### config.mk
export PLATFORM = sky130hd
export DESIGN_NAME = tt_sweep_dwell_timer
export DESIGN_NICKNAME = d
export VERILOG_FILES = /design/src/rtl/tt_sweep_pkg.sv /design/src/rtl/tt_sweep_dwell_timer.sv
export SDC_FILE = /design/constraint.sdc
export NUM_CORES = 1
export LEC_CHECK = 0
export CAP_MARGIN = 20
export CORE_AREA = 2 2 39 41
export CTS_CLUSTER_DIAMETER = 100
export DETAILED_ROUTE_END_ITERATION = 12
export DIE_AREA = 0 0 41 43
export GPL_TIMING_DRIVEN = 0
export HOLD_SLACK_MARGIN = 0.12
export MAX_ROUTING_LAYER = met4
export PLACE_DENSITY = 0.35
export SLEW_MARGIN = 15
export SYNTH_ARGS = -nofsm -noshare
export SYNTH_HDL_FRONTEND = slang
export SYNTH_SLANG_ARGS = --single-unit
export TNS_END_PERCENT = 20
### constraint.sdc
create_clock -name clk -period 1.75 [get_ports clk]
set_clock_uncertainty 0.1 [all_clocks]
set_input_delay 0.525 -clock clk [delete_from_list [all_inputs] [get_ports clk]]
set_output_delay 0.525 -clock clk [all_outputs]
set_load 0.1 [all_outputs]
### src/rtl/tt_sweep_pkg.sv
// Shared types and helpers for the exhaustive truth-table sweeper.
package tt_sweep_pkg;

    typedef enum logic [1:0] {
        IDLE  = 2'd0,
        APPLY = 2'd1,
        DONE  = 2'd2
    } sweep_state_e;

    // Dwell counter width; a DWELL of 1 still needs a one-bit counter.
    function automatic int dwell_w(input int dwell);
        int w;
        w = $clog2(dwell);
        return (w < 1) ? 1 : w;
    endfunction

endpackage

### src/rtl/tt_sweep_dwell_timer.sv
// Dwell counter: counts 0..DWELL-1 while enabled, wraps on terminal count.
module tt_sweep_dwell_timer
    import tt_sweep_pkg::*;
#(
    parameter int DWELL = 10
) (
    input  logic clk,
    input  logic rst_n,
    input  logic clr,
    input  logic en,
    output logic tc
);
    localparam int CNT_W = dwell_w(DWELL);
    localparam logic [CNT_W-1:0] TC_VAL = CNT_W'(DWELL - 1);

    logic [CNT_W-1:0] cnt_q;

    assign tc = (cnt_q == TC_VAL);

    always_ff @(posedge clk or negedge rst_n) begin
        if (!rst_n) begin
            cnt_q <= '0;
        end else if (clr) begin
            cnt_q <= '0;
        end else if (en) begin
            cnt_q <= tc ? '0 : cnt_q + CNT_W'(1);
        end
    end
endmodule

==> metrics.yaml <==
clock_network:
  cts_buffer_depth: 2
  cts_tree: "done"
  clock-sinks: 4
  htreeDepth: 1
  cts-root-buf: "clkbuf_4"
  clk_latency_ns: 0.23
  cts_made_buffers: 3
  clkTransAtPathRegs_ns: 0.03
worst_setup_path:
  cp.arrival_ns: 1.28
  critPathLaunchType: "register"
  path_max_fanout: 2
  path_cells: "inv_1, ha_2, nand3b_1, clkinvlp_4, buf_12"
  cpPeakStageDelay_ns: 0.37
  cp_top_family: "flip-flops"
  worstSetupPathType: "reg -> out"
  cp_slowest_cell: "dfrtp_1"
  crit_path_end_kind: "output pin"
  path_buf_inv: 3
  required_ns: 1.12
routing:
  drt_drc_violations_left: 0
  drtPass1Iterations: 3
  drtIter0Drc: 1
  vias_per_cell: 4.020
  wl_per_cell_um: 9.686
  totalWireLength_um: 494
  antenna_left: 0
  num_vias: 205
global_routing:
  antenna_found_initial: 0
  grt_pass1_wl_um: 917
  grt_overflow_total: 0
  grt_usage_pct: 8.462
  grt_max_degree: 8
  grt_pass1_vias: 263
sta:
  timing.slew.headroom_pct: 85.99
  rsz0062_at_grt: "true"
  fin_crit_sh_pct: 108.6
  tightest_slew_ns: 0.2096
  setup_tns_ns: -0.1501
  finalCriticalPeriod_ns: 1.900
  max_freq_mhz: 526.3
  worst_slack_ns: -0.1501
  setup_viol: 1
  finalHoldViolCount: 0
  slew_violations: 0
pwr:
  power_switching_mw: 0.04742
  comb_power_share_pct: 12.7
  p_per_area_nw_per_um2: 657.4
  power_leakage_nw: 0.1513
  p_int_mw: 0.1895
  p_seq_share_pct: 41.6
  power_frac_clock_pct: 45.7
  swShare_pct: 20.02
  power_mw: 0.2369
  peakVddDrop_uv: 248.4
job:
  drv_cap: 0
synth:
  syn_nets: 30
  ys.warnings.count: 0
  yosysSeqAreaShare_pct: 43.24
  synth_area_per_cell_um2: 9.645
  synth-seq-cells: 4
  syn-cell-area_um2: 231.5
  syn_inst: 24
  synth.distinct_cells: 13
finish:
  drive_gt1_share_pct: 28.57
  top_regs: "cnt_q x4"
  nNetsFinal: 43
  antenna_cells: 0
  largest_reg_flops: 4
  top_register: "cnt_q"
  area_delta_synth_final_pct: 55.68
die:
  start_util_pct: 16.73
  die_area_um2: 1763
  ios: 5
  die_h_um: 43
  core_area_um2: 1384
  die-width_um: 41
  fp-row-count: 14
worst_hold_path:
  hp-class: "in -> async"
placement:
  place.port_buffers: 4
  post-dp-hpwl_um: 374.3
  routabilityCongestion: 0.6083
status:
  outcome: "finished with violations"
  violations: "setup timing"
[final timing paths]
kind                          start       end  slack (ns)  cells past startpoint
max                        cnt_q[1]        tc       -0.15                      5
min                           rst_n  cnt_q[1]        0.40                      1
max in group asynchronous     rst_n  cnt_q[2]        0.99                      1
max reg2reg                cnt_q[1]  cnt_q[2]        0.40                      6
min in group clk           cnt_q[3]  cnt_q[3]        0.46                      2
min reg2reg                cnt_q[3]  cnt_q[3]        0.46                      2
[logic make-up after synthesis]
group | synth area share (%)
buf+inv | 3.244
flops | 43.24
simple gates | 24.86
xor+xnor | 3.784
compound gates | 14.05
fa+ha+maj | 10.81
[synth_stat cells]
cell / instances / area, µm²
a21boi_0: 1 / 7.510
and4b_1: 1 / 10.01
o21ai_0: 1 / 5.000
xor2_1: 1 / 8.760
a21oi_1: 3 / 15.01
o21ai_1: 1 / 5.000
inv_1: 2 / 7.510
nand2_1: 2 / 7.510
nand3b_1: 3 / 22.52
ha_1: 2 / 25.02
nor3_1: 1 / 5.000
nand2b_1: 2 / 12.51
dfrtp_1: 4 / 100.1
[worst reg2reg max path, delay by kind of cell, from the launching register on]
kind                       cells  cell delay (ns)
adders and majority gates      1             0.18
DFF                            1             0.34
buffers and inverters          3             0.33
and+or+nand+nor                2             0.31
[timing repair]
action / CTS / global route
buffers inserted: 4 / 0
hold buffers: 0 / 0
gates resized for setup: 9 / 0
endpoints found under the hold margin: 0 / 0
endpoints found under the setup margin: 1 / 1
[metal layers]
| metal | vias to the layer above | routed length (µm) | GRT usage (%) |
|---|---|---|---|
| li1 | 105 | - | - |
| met1 | 97 | 195 | 6.818 |
| met2 | 3 | 280 | 13.44 |
| met3 | 0 | 19 | 1.571 |
| met4 | 0 | 0 | 10.00 |
| met5 | - | 0 | - |
[area by class of cell]
class | instances | area [µm²]
repair buffers | 8 | 80.08
well taps | 16 | 20.02
inverters | 2 | 11.26
flip-flops and latches | 4 | 100.1
multi-input cells | 18 | 126.4
fillers | 146 | 1023
clock buffers | 3 | 22.52
[power by group through the flow]
stage	Clock, mW	Sequential, mW	Combinational, mW
after detailed placement	0	0.102	0.0230
after global placement	0	0.102	0.0228
after floorplan	0	0.101	0.0102
final	0.108	0.0985	0.0301
after global routing	0.120	0.0990	0.0343
after CTS	0.116	0.0986	0.0304
[stage by stage]
step                      cells  cell area [µm²]  worst slack, ns  util (%)  hold slack (ns)
final                        51            360.3          -0.1501     26.04           0.3959
after global routing         51            360.3          -0.2288     26.04           0.4148
after CTS                    51            360.3          -0.1504     26.04           0.3920
after detailed placement     44            297.8          -0.9374     21.52           0.4604
after global placement       44            297.8          -0.9508     21.52           0.4595
after floorplan              24            237.7         -0.06149         -           0.1294
[cells in the final DEF, fill, tap and decap left out, drive strengths merged]
master / count
buf: 5
dfrtp: 4
nand3b: 3
a21oi: 3
clkbuf: 3
clkdlybuf4s50: 3
nand2: 2
nand2b: 2
o21ai: 2
ha: 2
clkinvlp: 1
inv: 1
and4b: 1
a21boi: 1
xor2: 1
nor3: 1
Power figures use the tool's default switching activity.
==> patch 1 (same settings) <==
`DWELL`: 10 -> 20.
--- a/src/rtl/tt_sweep_dwell_timer.sv
+++ b/src/rtl/tt_sweep_dwell_timer.sv
@@ -3,5 +3,5 @@
     import tt_sweep_pkg::*;
 #(
-    parameter int DWELL = 10
+    parameter int DWELL = 20
 ) (
     input  logic clk,
Function: changed (a bounded check fails within 10 cycles, from zero or initial values and one cycle with rst_n low).
==> patch 1 against the original RTL <==
The flow still finishes with violations (negative setup slack); cell area rose by 9.7%; worst hold slack better by 8.4 ps; area after synthesis rose by 14%; combinational power is 14% higher; power grew 24%; worst setup slack improved by 43 ps; routed wire length is 4.0% higher; core utilization up 2.5 points; first-iteration DRC count shrank 100%; sequential power is 28% higher; sequential cell count increased by 1; critical path type unchanged.
==> patch 1: results (changes against the original RTL) <==
[run_status]
status = finished with violations  ; unchanged
violations = negative setup slack  ; unchanged

[cells_and_area]
drive_above_1_share_pct = 37.1  ; was 28.6%
buf_share_pct = 14.2  ; was 22.2%
clk_share_pct = 6.65  ; was 6.25%
n_all_buffers = 6  ; was 8
inv_count = 1  ; was 2
clkbuf_count = 4  ; was 3
multi_input_cells = 19  ; was 18
nNetsFinal = 41  ; was 43
top_regs = cnt_q x5  ; was cnt_q x4
multiInputGateArea_um2 = 161  ; was 126 µm²
seq_area_share_pct = 32.3  ; was 27.8%

[routing]
wire_per_inst_um = 10.1  ; was 9.69 µm
drt-pass1-iter-count = 1  ; was 3
topRoutingLayerUsed = met4  ; was met3
dr_wl_met2_um = 277  ; was 280 µm
wl_met3_um = 38  ; was 19 µm
drt_iter0_drc = 0  ; was 1

[grt]
grt_pass1_vias = 219  ; was 263
grt_usage_pct = 8.90  ; was 8.46%
met1_usage_pct = 9.18  ; was 6.82%
grt_util_met2_pct = 11.6  ; was 13.4%
grt_use_met3_pct = 6.28  ; was 1.57%

[setup_path]
r2r_cells = 4  ; was 6
timing.rr.end = cnt_q[4]  ; was cnt_q[2]
cp-endpoint = tc  ; unchanged
worstPathMaxFanout = 3  ; was 2
r2r_slack_ps = 480  ; was 400 ps
slowest_delay_ps = 390  ; was 370 ps

[placement]
port_buffers = 4  ; unchanged
dp_cells = 45  ; was 44
hpwl_um = 393  ; was 374 µm
gp_congestion = 0.622  ; was 0.608
dp_slack_ps = -806  ; was -937 ps

[yosys]
synth_cell_types = 16  ; was 13
synth_area_leaders = dfrtp_1 48%, xnor2_1 6.7%, ha_1 4.8%  ; was dfrtp_1 43%, ha_1 11%, nand3b_1 9.7%
synth_seq_cells = 5  ; was 4
ys_seq_area_share_pct = 47.6  ; was 43.2%
syn_inst = 25  ; was 24
synth_common_cells = 5 x dfrtp_1, 3 x nor2_1, 2 x nor2b_1, 2 x o21ai_0, 2 x xnor2_1  ; was 4 x dfrtp_1, 3 x a21oi_1, 3 x nand3b_1

[timing]
slew_headroom_pct = 84.5  ; was 86.0%
setup_ws_ps = -107  ; was -150 ps
finalSetupViolations = 1  ; unchanged

[cts]
clkTransAtPathRegs_ps = 40
postCtsSetupBuffers = 2  ; was 4
root_buffer = clkbuf_4  ; unchanged
ctsResizeCount = 7  ; was 9

[power_and_ir_drop]
p_leak_nw = 0.153  ; was 0.151 nW
intPower_mw = 0.227  ; was 0.189 mW

patch 1: power by group through the flow:
stage          Clock [mW]  Sequential (mW)  Combinational [mW]
2_1_floorplan           0            0.127              0.0120
3_3_place_gp            0            0.127              0.0254
3_5_place_dp            0            0.128              0.0258
4_1_cts             0.140            0.125              0.0342
5_1_grt             0.148            0.127              0.0382
6_report            0.134            0.126              0.0342
patch 1: per-stage QoR:
stage | setup TNS, ps | utilization, % | hold WS [ps] | area (µm²)
finish | -107 | 28.6 | 404 | 395
global route | -178 | 28.6 | 420 | 395
CTS | -161 | 27.7 | 409 | 383
detailed placement | -879 | 24.6 | 471 | 340
global placement | -820 | 24.6 | 449 | 340
floorplan | -478 | - | 129 | 280
patch 1: logic make-up after synthesis:
logic type,count (synthesis),synth area share (%)
simple gates,10,23.3
compound gates,5,12.4
flops,5,47.6
xor+xnor,2,6.67
buf+inv,1,1.43
mux,1,3.81
fa+ha+maj,1,4.76
==> patch 2 (same settings) <==
Without the edit above. Add an input register stage for `clr` and `en`, with the module's reset; this delays them by one clock.
--- a/src/rtl/tt_sweep_dwell_timer.sv
+++ b/src/rtl/tt_sweep_dwell_timer.sv
@@ -14,4 +14,17 @@
     localparam logic [CNT_W-1:0] TC_VAL = CNT_W'(DWELL - 1);
 
+    logic clr_q;
+    logic en_q;
+
+    always_ff @(posedge clk or negedge rst_n) begin
+        if (!rst_n) begin
+            clr_q <= '0;
+            en_q  <= '0;
+        end else begin
+            clr_q <= clr;
+            en_q  <= en;
+        end
+    end
+
     logic [CNT_W-1:0] cnt_q;
 
@@ -21,7 +34,7 @@
         if (!rst_n) begin
             cnt_q <= '0;
-        end else if (clr) begin
+        end else if (clr_q) begin
             cnt_q <= '0;
-        end else if (en) begin
+        end else if (en_q) begin
             cnt_q <= tc ? '0 : cnt_q + CNT_W'(1);
         end
Formal check against the unedited RTL: not equivalent (a bounded check fails within 10 cycles, from zero or initial values and one cycle with rst_n low).
==> patch 2 against the original RTL <==
The flow still finishes with violations (negative setup slack); core utilization is 8.8 points higher; clock power increased by 10%; power rose by 28%; critical path depth unchanged; sequential cell count increased by 2; area after synthesis up 22%; routed wire length grew 24%; largest cell class is now buffers; cell area is 34% higher; die area did not move; worst setup slack got worse by 27 ps.
==> patch 2: results (changes against the original RTL) <==
[setup_path]
crit_arrival_ps = 1300  ; was 1280 ps

[grt]
grt_pass1_vias = 296  ; was 263
grt_first_pass_wirelength_mm = 1.11  ; was 917 µm

[cells_and_area]
syn_to_final_growth_pct = 71.1  ; was 55.7%
nNetsFinal = 52  ; was 43
top_regs = cnt_q x4, clr_q x1, en_q x1  ; was cnt_q x4
drive_above_1_share_pct = 38.6  ; was 28.6%

[placement]
gp_congestion = 0.717  ; was 0.608
hpwl_um = 336  ; was 374 µm
place_area_um2 = 348  ; was 298 µm²
port_buffers = 4  ; unchanged

[worst_hold_path]
hold_path_class = flop to flop  ; was primary input to asynchronous set/reset pin

[timing]
setup_tns_ps = -263  ; was -150 ps
finalSetupViolations = 3  ; was 1
setup_ws_ps = -177  ; was -150 ps
slew_headroom_pct = 83.8  ; was 86.0%

[routing]
vias = 250  ; was 205
drt_iter0_drc = 2  ; was 1
drt-pass1-iter-count = 3  ; unchanged
routed_wl_um = 611  ; was 494 µm

[yosys]
ys_seq_area_share_pct = 53.3  ; was 43.2%
ys_warn_count = 0  ; unchanged
synth_area_leaders = dfrtp_1 53%, ha_1 8.9%, nand3b_1 8.0%  ; was dfrtp_1 43%, ha_1 11%, nand3b_1 9.7%
synth.net_count = 32  ; was 30

[power_and_ir_drop]
p_leak_nw = 0.215  ; was 0.151 nW
p_switching_mw = 0.0600  ; was 0.0474 mW
ir_worst_vdd_uv = 287  ; was 248 µV

[run_status]
status = finished with violations  ; unchanged
violations = negative setup slack  ; unchanged

[cts]
cts_made_buffers = 3  ; unchanged
clk_latency_ps = 240

## patch 2: cell types whose count changed in the layout (fill, tap and decap cells not counted), sizes merged
| cell | change |
|---|---|
| buf | +7 |
| dfrtp | +2 |
## patch 2: what timing repair did
action / CTS / global route
endpoints found under the setup margin: 1 / 3
setup buffers: 9 / 2
gates resized for setup: 14 / 0
pin swaps: 1 / 1
## patch 2: kinds of logic after synthesis
family          after synthesis  synth area share [%]
compound gates                6                  11.6
fa+ha+maj                     2                  8.89
flops                         6                  53.3
buf+inv                       2                  2.67
xor+xnor                      1                  3.11
simple gates                  9                  20.4
## patch 2: worst max-delay path: cells and delay by family (launching register included)
family,cells,cell delay [ps]
flip-flops,1,380
adder cells (fa/ha/maj),1,170
AND/OR/NAND/NOR,1,150
buffers and inverters,3,360
## patch 2: layout make-up
cell class | count | share of cell area, %
repair buffers | 15 | 31.4
clock buffers | 3 | 4.68
multi-input cells | 18 | 26.2
well taps | 16 | 4.16
flip-flops and latches | 6 | 31.2
inverters | 2 | 2.34
## patch 2: power groups by stage
stage / Combinational (mW) / Sequential (mW) / Clock [mW]
floorplan: 0.0101 / 0.153 / 0
global placement: 0.0207 / 0.155 / 0
detailed placement: 0.0205 / 0.154 / 0
CTS: 0.0276 / 0.150 / 0.126
global route: 0.0369 / 0.151 / 0.138
finish: 0.0331 / 0.151 / 0.119
## patch 2: path summary, 6_finish.rpt
path	slack, ps	depth (start not counted)	endpoint	start
max in group asynchronous	930	1	cnt_q[2]	rst_n
hold reg to reg	390	1	cnt_q[0]	clr_q
setup reg to reg	-50	11	cnt_q[0]	cnt_q[1]
hold / removal	390	1	cnt_q[0]	clr_q
min in group asynchronous	420	1	cnt_q[0]	rst_n
setup / recovery	-180	5	tc	cnt_q[1]
## patch 2: routing by layer
| metal | up-vias | track usage [%] | routed length [µm] |
|---|---|---|---|
| li1 | 125 | - | - |
| met1 | 116 | 9.93 | 217 |
| met2 | 7 | 14.1 | 359 |
| met3 | 2 | 2.09 | 19 |
| met4 | 0 | 12.0 | 15 |
| met5 | - | - | 0 |
## patch 2: per-stage QoR
stage | instances | total power [mW] | worst slack (ps) | hold slack [ps]
after detailed placement | 46 | 0.175 | -928 | 390
after CTS | 58 | 0.304 | -156 | 398
after global routing | 60 | 0.327 | -259 | 420
after floorplan | 26 | 0.163 | -61.5 | 129
after global placement | 46 | 0.175 | -941 | 394
final | 60 | 0.303 | -177 | 388
